### src/rtl/alu_mac_sequencer_pkg.sv
`default_nettype none
// ============================================================================
// Module      : alu_mac_sequencer_pkg
// Description : Shared definitions for the ALU multiply-accumulate sequencer:
//               default widths, ALU opcode constants and the FSM state
//               encoding used by the sequencer.
// Revision    : 1.0 - initial release
// ============================================================================
package alu_mac_sequencer_pkg;

  // Default datapath and vector-length widths
  localparam int C_DATA_W_DEFAULT = 24;
  localparam int C_LEN_W_DEFAULT  = 8;

  // ALU opcodes understood by the external combinational ALU.
  // The sequencer only ever issues ADD and MUL; the others are listed so
  // the whole opcode space of the ALU lives in one place.
  localparam logic [2:0] C_ALU_ADD = 3'd0;
  localparam logic [2:0] C_ALU_SUB = 3'd1;
  localparam logic [2:0] C_ALU_MUL = 3'd2;
  localparam logic [2:0] C_ALU_SHR = 3'd3;
  localparam logic [2:0] C_ALU_INC = 3'd4;

  // Sequencer FSM states
  typedef enum logic [2:0] {
    S_IDLE  = 3'd0,
    S_FETCH = 3'd1,
    S_MUL   = 3'd2,
    S_ADD   = 3'd3,
    S_DONE  = 3'd4
  } seq_state_t;

endpackage : alu_mac_sequencer_pkg
`default_nettype wire

### src/rtl/alu_mac_sequencer_if.sv
`default_nettype none
// ============================================================================
// Module      : alu_mac_sequencer_if
// Description : Bundles the command, operand-stream, ALU and status signals
//               of the MAC sequencer.
//               master : the parent side (issues start, streams operands,
//                        hosts the combinational ALU, observes status).
//               slave  : the sequencer itself.
// Signals     : start, length          - command (length sampled with start)
//               op_valid/op_ready,
//               a_data, b_data         - operand-pair stream
//               alu_ctrl, alu_a, alu_b - ALU request (sequencer -> ALU)
//               alu_c, alu_z           - ALU result and zero flag
//               busy, done, result,
//               zero_flag              - status and final value
// Revision    : 1.0 - initial release
// ============================================================================
interface alu_mac_sequencer_if
  import alu_mac_sequencer_pkg::*;
#(
  parameter int DATA_W = C_DATA_W_DEFAULT,
  parameter int LEN_W  = C_LEN_W_DEFAULT
) ();

  // Command
  logic              start;
  logic [LEN_W-1:0]  length;

  // Operand stream
  logic              op_valid;
  logic              op_ready;
  logic [DATA_W-1:0] a_data;
  logic [DATA_W-1:0] b_data;

  // ALU request / response
  logic [2:0]        alu_ctrl;
  logic [DATA_W-1:0] alu_a;
  logic [DATA_W-1:0] alu_b;
  logic [DATA_W-1:0] alu_c;
  logic              alu_z;

  // Status
  logic              busy;
  logic              done;
  logic [DATA_W-1:0] result;
  logic              zero_flag;

  modport master (
    output start, length, op_valid, a_data, b_data, alu_c, alu_z,
    input  op_ready, alu_ctrl, alu_a, alu_b, busy, done, result, zero_flag
  );

  modport slave (
    input  start, length, op_valid, a_data, b_data, alu_c, alu_z,
    output op_ready, alu_ctrl, alu_a, alu_b, busy, done, result, zero_flag
  );

endinterface : alu_mac_sequencer_if
`default_nettype wire

### src/rtl/alu_mac_sequencer.sv
`default_nettype none
// ============================================================================
// Module      : alu_mac_sequencer
// Description : Computes a dot product sum(a[i]*b[i]) of 'length' operand
//               pairs by sequencing an external combinational ALU through
//               MUL and ADD operations. Each element takes three cycles
//               (FETCH, MUL, ADD) plus any cycles spent waiting for op_valid.
//               All arithmetic wraps modulo 2^DATA_W as the ALU produces it.
// Ports       : clk       - clock, rising edge
//               rst       - asynchronous active-high reset
//               bus.slave - command, operand stream, ALU request/response
//                           and status (see alu_mac_sequencer_if)
// Revision    : 1.0 - initial release
// ============================================================================
module alu_mac_sequencer
  import alu_mac_sequencer_pkg::*;
#(
  parameter int DATA_W = C_DATA_W_DEFAULT,
  parameter int LEN_W  = C_LEN_W_DEFAULT
) (
  input  wire logic         clk,
  input  wire logic         rst,
  alu_mac_sequencer_if.slave bus
);

  localparam logic [LEN_W-1:0] C_CNT_ONE = LEN_W'(1);

  seq_state_t        r_state;
  logic [LEN_W-1:0]  r_cnt;        // elements still to accumulate
  logic [DATA_W-1:0] r_acc;        // running accumulator
  logic              r_z;          // alu_z from the most recent ADD
  logic [DATA_W-1:0] r_result;
  logic              r_zero_flag;
  logic              r_done;
  logic              r_busy;
  logic              r_op_ready;
  logic [2:0]        r_alu_ctrl;
  // The ALU operand registers hold the captured pair (a_reg/b_reg) while in
  // MUL and {acc, prod} while in ADD, so the operand pair and the product
  // need no separate storage: the product is captured straight into r_alu_b.
  logic [DATA_W-1:0] r_alu_a;
  logic [DATA_W-1:0] r_alu_b;

  // --------------------------------------------------------------------------
  // FSM and datapath. Every output is a register, loaded on the transition
  // into the state where it must be valid.
  // --------------------------------------------------------------------------
  always_ff @(posedge clk or posedge rst) begin
    if (rst) begin
      r_state     <= S_IDLE;
      r_cnt       <= '0;
      r_acc       <= '0;
      r_z         <= 1'b0;
      r_result    <= '0;
      r_zero_flag <= 1'b0;
      r_done      <= 1'b0;
      r_busy      <= 1'b0;
      r_op_ready  <= 1'b0;
      r_alu_ctrl  <= C_ALU_ADD;
      r_alu_a     <= '0;
      r_alu_b     <= '0;
    end else begin
      // done is a single-cycle pulse; it is only set on entry to DONE
      r_done <= 1'b0;

      case (r_state)
        S_IDLE: begin
          if (bus.start) begin
            r_cnt  <= bus.length;
            r_acc  <= '0;
            // An empty vector leaves the accumulator at zero, so its zero
            // flag must read as set.
            r_z    <= 1'b1;
            r_busy <= 1'b1;
            if (bus.length != '0) begin
              r_state    <= S_FETCH;
              r_op_ready <= 1'b1;
            end else begin
              r_state <= S_DONE;
              r_done  <= 1'b1;
            end
          end
        end

        S_FETCH: begin
          if (bus.op_valid && r_op_ready) begin
            r_op_ready <= 1'b0;
            r_alu_ctrl <= C_ALU_MUL;
            r_alu_a    <= bus.a_data;
            r_alu_b    <= bus.b_data;
            r_state    <= S_MUL;
          end
        end

        S_MUL: begin
          // alu_c is the product; present {acc, prod} for the ADD
          r_alu_ctrl <= C_ALU_ADD;
          r_alu_a    <= r_acc;
          r_alu_b    <= bus.alu_c;
          r_state    <= S_ADD;
        end

        S_ADD: begin
          r_acc   <= bus.alu_c;
          r_z     <= bus.alu_z;
          r_cnt   <= r_cnt - C_CNT_ONE;
          r_alu_a <= '0;
          r_alu_b <= '0;
          if (r_cnt == C_CNT_ONE) begin
            r_state <= S_DONE;
            r_done  <= 1'b1;
          end else begin
            r_state    <= S_FETCH;
            r_op_ready <= 1'b1;
          end
        end

        S_DONE: begin
          r_result    <= r_acc;
          r_zero_flag <= r_z;
          r_busy      <= 1'b0;
          r_state     <= S_IDLE;
        end

        default: begin
          r_state    <= S_IDLE;
          r_busy     <= 1'b0;
          r_op_ready <= 1'b0;
          r_alu_ctrl <= C_ALU_ADD;
          r_alu_a    <= '0;
          r_alu_b    <= '0;
        end
      endcase
    end
  end

  // --------------------------------------------------------------------------
  // Output drive
  // --------------------------------------------------------------------------
  assign bus.op_ready  = r_op_ready;
  assign bus.alu_ctrl  = r_alu_ctrl;
  assign bus.alu_a     = r_alu_a;
  assign bus.alu_b     = r_alu_b;
  assign bus.busy      = r_busy;
  assign bus.done      = r_done;
  assign bus.result    = r_result;
  assign bus.zero_flag = r_zero_flag;

endmodule : alu_mac_sequencer
`default_nettype wire

### src/flat_wrapper.sv
// flat-port wrapper written by rule: the top's interface ports become plain ports
module alu_mac_sequencer_flat import alu_mac_sequencer_pkg::*;
#(
  parameter int DATA_W = C_DATA_W_DEFAULT,
  parameter int LEN_W  = C_LEN_W_DEFAULT
)
  (clk, rst, bus_start, bus_length, bus_op_valid, bus_a_data, bus_b_data, bus_alu_c, bus_alu_z, bus_op_ready, bus_alu_ctrl, bus_alu_a, bus_alu_b, bus_busy, bus_done, bus_result, bus_zero_flag);
  alu_mac_sequencer_if #(.DATA_W(DATA_W), .LEN_W(LEN_W)) bus_i ();
  input  wire logic clk;
  input  wire logic rst;
  input wire logic [$bits(bus_i.start)-1:0] bus_start;
  input wire logic [$bits(bus_i.length)-1:0] bus_length;
  input wire logic [$bits(bus_i.op_valid)-1:0] bus_op_valid;
  input wire logic [$bits(bus_i.a_data)-1:0] bus_a_data;
  input wire logic [$bits(bus_i.b_data)-1:0] bus_b_data;
  input wire logic [$bits(bus_i.alu_c)-1:0] bus_alu_c;
  input wire logic [$bits(bus_i.alu_z)-1:0] bus_alu_z;
  output wire logic [$bits(bus_i.op_ready)-1:0] bus_op_ready;
  output wire logic [$bits(bus_i.alu_ctrl)-1:0] bus_alu_ctrl;
  output wire logic [$bits(bus_i.alu_a)-1:0] bus_alu_a;
  output wire logic [$bits(bus_i.alu_b)-1:0] bus_alu_b;
  output wire logic [$bits(bus_i.busy)-1:0] bus_busy;
  output wire logic [$bits(bus_i.done)-1:0] bus_done;
  output wire logic [$bits(bus_i.result)-1:0] bus_result;
  output wire logic [$bits(bus_i.zero_flag)-1:0] bus_zero_flag;
  assign bus_i.start = bus_start;
  assign bus_i.length = bus_length;
  assign bus_i.op_valid = bus_op_valid;
  assign bus_i.a_data = bus_a_data;
  assign bus_i.b_data = bus_b_data;
  assign bus_i.alu_c = bus_alu_c;
  assign bus_i.alu_z = bus_alu_z;
  assign bus_op_ready = bus_i.op_ready;
  assign bus_alu_ctrl = bus_i.alu_ctrl;
  assign bus_alu_a = bus_i.alu_a;
  assign bus_alu_b = bus_i.alu_b;
  assign bus_busy = bus_i.busy;
  assign bus_done = bus_i.done;
  assign bus_result = bus_i.result;
  assign bus_zero_flag = bus_i.zero_flag;
  alu_mac_sequencer #(.DATA_W(DATA_W), .LEN_W(LEN_W)) u_core (.clk(clk), .rst(rst), .bus(bus_i));
endmodule
### config.mk
export PLATFORM = sky130hd
export DESIGN_NAME = alu_mac_sequencer_flat
export DESIGN_NICKNAME = d
export VERILOG_FILES = /design/src/rtl/alu_mac_sequencer_pkg.sv /design/src/rtl/alu_mac_sequencer_if.sv /design/src/rtl/alu_mac_sequencer.sv /design/src/flat_wrapper.sv
export SDC_FILE = /design/constraint.sdc
export NUM_CORES = 1
export LEC_CHECK = 0
export ABC_AREA = 1
export BUFFER_PORTS_ARGS = -buffer_cell sky130_fd_sc_hd__clkbuf_2
export CAP_MARGIN = 20
export CORE_ASPECT_RATIO = 1.4
export CORE_UTILIZATION = 51
export DETAILED_ROUTE_END_ITERATION = 12
export PLACE_DENSITY = 0.8
export SYNTH_ARGS = -nofsm -noshare
export SYNTH_HDL_FRONTEND = slang
export SYNTH_SLANG_ARGS = --single-unit
### constraint.sdc
create_clock -name clk -period 4.8 [get_ports clk]
set_input_delay 0.96 -clock clk [delete_from_list [all_inputs] [get_ports clk]]
set_output_delay 0.96 -clock clk [all_outputs]
set_load 0.02 [all_outputs]
==> flow_summary.yaml <==
outcome:
  run_status: "completed"
timing:
  rsz0062_at_grt: "false"
  max-slew-margin-rel_pct: 39.3
  final.setup.tns_ns: 0
  slew_violations: 0
  fin_worst_skew_ns: 0.00646
  timing.final.crit_period_ns: 2.80
  layout_worst_path_cycle_share_pct: 58.3
  finalHoldViolCount: 0
  maximum_clock_frequency_mhz: 357
  hold_ws_ns: 0.477
  slew_of_the_pin_with_the_lowest_slew_margin_ns: 0.909
  setup_violations: 0
clock_network:
  cts.repair_timing.setup_buffer_count: 0
  clock_sink_count: 113
  cts-buffers-inserted: 17
  cts_max_path_buffers: 2
  clkSlewWorstSetupHoldPaths_ns: 0.05
  cts-htree-levels: 4
  cts-hold-fix-buffers: 0
  clock_insertion_delay_worst_skew_ns: 0.41
  tritoncts: "built"
  cts_root_buffer: "sky130_fd_sc_hd__clkbuf_16"
  cts_resized: 0
synthesis:
  yosys_register_bits: 113
  avgSynthCellArea_sq_um: 8.05
  netlist_instances: 640
  yosysSeqAreaShare_pct: 54.9
  synth_warnings: 0
  post_synth_instance_area_sq_um: 5150
  synth.lib_cells_used.distinct: 24
routing:
  first_pass_iters: 7
  post_drt_via_cell_ratio: 5.30
  routed_wire_length_per_instance_um: 15.1
  wirelength_um: 14200
  vias: 4964
  drcViolationCount: 0
  drt-initial-drc-count: 328
  ant_nets: 0
global_route:
  global_route.overflow_total: 0
  wire_length_of_the_first_global_routing_pass_um: 22200
  antenna_found_initial: 0
  grt_max_degree: 88
  grt_usage_pct: 27.8
  grt_pass1_vias: 4723
layout:
  most_common_library_cell_in_the_layout_ignoring_fill_and_taps: "sky130_fd_sc_hd__nand2_1"
  final_cell_mix: "sky130_fd_sc_hd__nand2_1 (208), sky130_fd_sc_hd__clkbuf_2 (161), sky130_fd_sc_hd__dfrtp_1 (113)"
  diodes: 0
  drive_above_1_share_pct: 26.1
  synthToLayoutAreaGrowth_pct: 29.3
  final_nets: 876
  count_of_non_filler_cells_in_the_finished_layout: 937
job:
  drv_cap: 0
floorplanning:
  floorplan.initialDensity_pct: 52.3
  placementRows: 43
  core_area_sq_um: 9850
  num_io_pins: 164
  die_h_um: 121
  floorplan.die_area_sq_um: 10500
  die_width_um: 87.0
worst_setup_path:
  cp-start-kind: "flip-flop"
  path_buf_inv: 3
  crit_path_max_incr_delay_ns: 0.69
  critical_path.endpoint_type: "flip-flop"
  critical-path-top-delay-family: "buffers and inverters"
  worstPathRequired_ns: 5.09
  cp.arrival_ns: 3.09
  criticalPathCategory: "flip-flop to flip-flop"
  crit_path_cell_trace: "inv_2 > nand3_2 > o21ai_4 > buf_4 > inv_2 > nand2_1 > nand2_1"
  largest_fanout_on_the_critical_path: 51
  crit_path_top_delay_cell: "sky130_fd_sc_hd__inv_2"
power:
  power.leakage_nw: 3.67
  clockPowerShare_pct: 29.9
  seq_power_share_pct: 31.5
  power_per_cell_area_nw_per_um2: 679
  combinationalPowerShare_pct: 38.6
  ir_worst_vdd_uv: 448
  power_switching_share_pct: 40.6
  net-switching-power_w: 0.00184
  intPower_w: 0.00268
worst_hold_path:
  hold_path_class: "flip-flop to flip-flop"
placed_design:
  finalWeightedCongestion: 0.842
  placed_cells: 904
  hpwlAfterDp_um: 9070
  number_of_buffers_added_on_ports: 161
logic make-up (layout without fill, tap and decap cells):
family	after synthesis	after routing	share of synthesized area, %
other cells	1	2	0.0728
compound gates	123	123	12.7
simple gates	295	295	23.4
flops	113	113	54.9
fa+ha+maj	2	2	0.486
buf+inv	106	267	8.55
through the flow:
step	setup WS [ns]	util [%]	power (W)	cell area, sq um
2_1_floorplan	0.853	-	0.00268	5160
3_3_place_gp	2.16	61.0	0.00308	6000
3_5_place_dp	2.06	61.0	0.00314	6000
4_1_cts	2.03	67.4	0.00452	6640
5_1_grt	1.78	67.7	0.00480	6660
6_report	2.00	67.7	0.00452	6660
final timing paths:
kind	start	endpoint	slack (ns)	cells after the start
worst max-delay path	u_core.r_state[1]	u_core.bus.alu_b[0]	2.00	7
worst min-delay path	u_core.bus.alu_b[15]	u_core.bus.alu_b[15]	0.48	2
worst max register to register	u_core.r_state[1]	u_core.bus.alu_b[0]	2.00	7
worst min register to register	u_core.bus.alu_b[15]	u_core.bus.alu_b[15]	0.48	2
max in group asynchronous	rst	u_core.bus.alu_b[4]	3.25	4
min in group asynchronous	rst	u_core.bus.result[16]	0.50	2
worst min-delay path: cells and delay by family, from the launching register on:
family	cells	cell delay, ns
flops	1	0.34
simple gates	2	0.10
power by group through the flow:
stage	clock (W)	combinational (W)	sequential (W)
4_1_cts	0.00136	0.00174	0.00142
2_1_floorplan	0	0.00111	0.00157
6_report	0.00135	0.00174	0.00143
3_3_place_gp	0	0.00166	0.00142
5_1_grt	0.00141	0.00194	0.00145
3_5_place_dp	0	0.00171	0.00143
cell usage after synthesis:
cell type	instances	area, sq um
sky130_fd_sc_hd__buf_6	1	11.3
sky130_fd_sc_hd__conb_1	1	3.75
sky130_fd_sc_hd__buf_4	6	45.0
sky130_fd_sc_hd__ha_1	2	25.0
sky130_fd_sc_hd__nand3_2	1	10.0
sky130_fd_sc_hd__o21ai_0	84	420
sky130_fd_sc_hd__o21ai_2	1	8.76
sky130_fd_sc_hd__dfrtp_1	113	2830
sky130_fd_sc_hd__nor2_1	21	78.8
sky130_fd_sc_hd__nand3_1	59	295
sky130_fd_sc_hd__nor2_2	1	6.26
sky130_fd_sc_hd__inv_1	63	236
sky130_fd_sc_hd__inv_2	4	15.0
sky130_fd_sc_hd__nand4_1	2	12.5
sky130_fd_sc_hd__or2_2	2	12.5
sky130_fd_sc_hd__clkbuf_1	20	75.1
sky130_fd_sc_hd__a21oi_1	9	45.0
sky130_fd_sc_hd__o21ai_1	4	20.0
sky130_fd_sc_hd__o22ai_1	24	150
sky130_fd_sc_hd__o211ai_1	1	7.51
sky130_fd_sc_hd__nand3b_1	1	7.51
sky130_fd_sc_hd__buf_2	10	50.1
sky130_fd_sc_hd__nand2_1	208	781
sky130_fd_sc_hd__buf_1	2	7.51
state kept, by name, summed over array words and instances, names as in the netlist:
name                  cells
u_core.bus.alu_ctrl       1
u_core.r_z                1
u_core.bus.alu_b         24
u_core.bus.op_ready       1
u_core.bus.done           1
u_core.bus.zero_flag      1
u_core.bus.alu_a         24
u_core.bus.busy           1
u_core.bus.result        24
u_core.r_state            3
u_core.r_acc             24
u_core.r_cnt              8
layout make-up:
class	instances	area, sq um
Timing Repair Buffer	168	878
Clock inverter	13	190
Fill cell	808	3180
Sequential cell	113	2830
Tap cell	135	169
Inverter	67	254
Multi-Input combinational cell	422	1900
Clock buffer	19	443
metal layers:
metal  vias to the layer above  part of all wire, %  GRT usage, %  wire length [um]
li1                       2354                    -             -                 -
met1                      2327                   39          34.0              5490
met2                       241                   51          45.5              7220
met3                        42                  6.6          6.60               934
met4                         0                  3.6          14.4               516
met5                         -                    0             0                 0
Note: power is estimated with default switching activity, not from simulation.
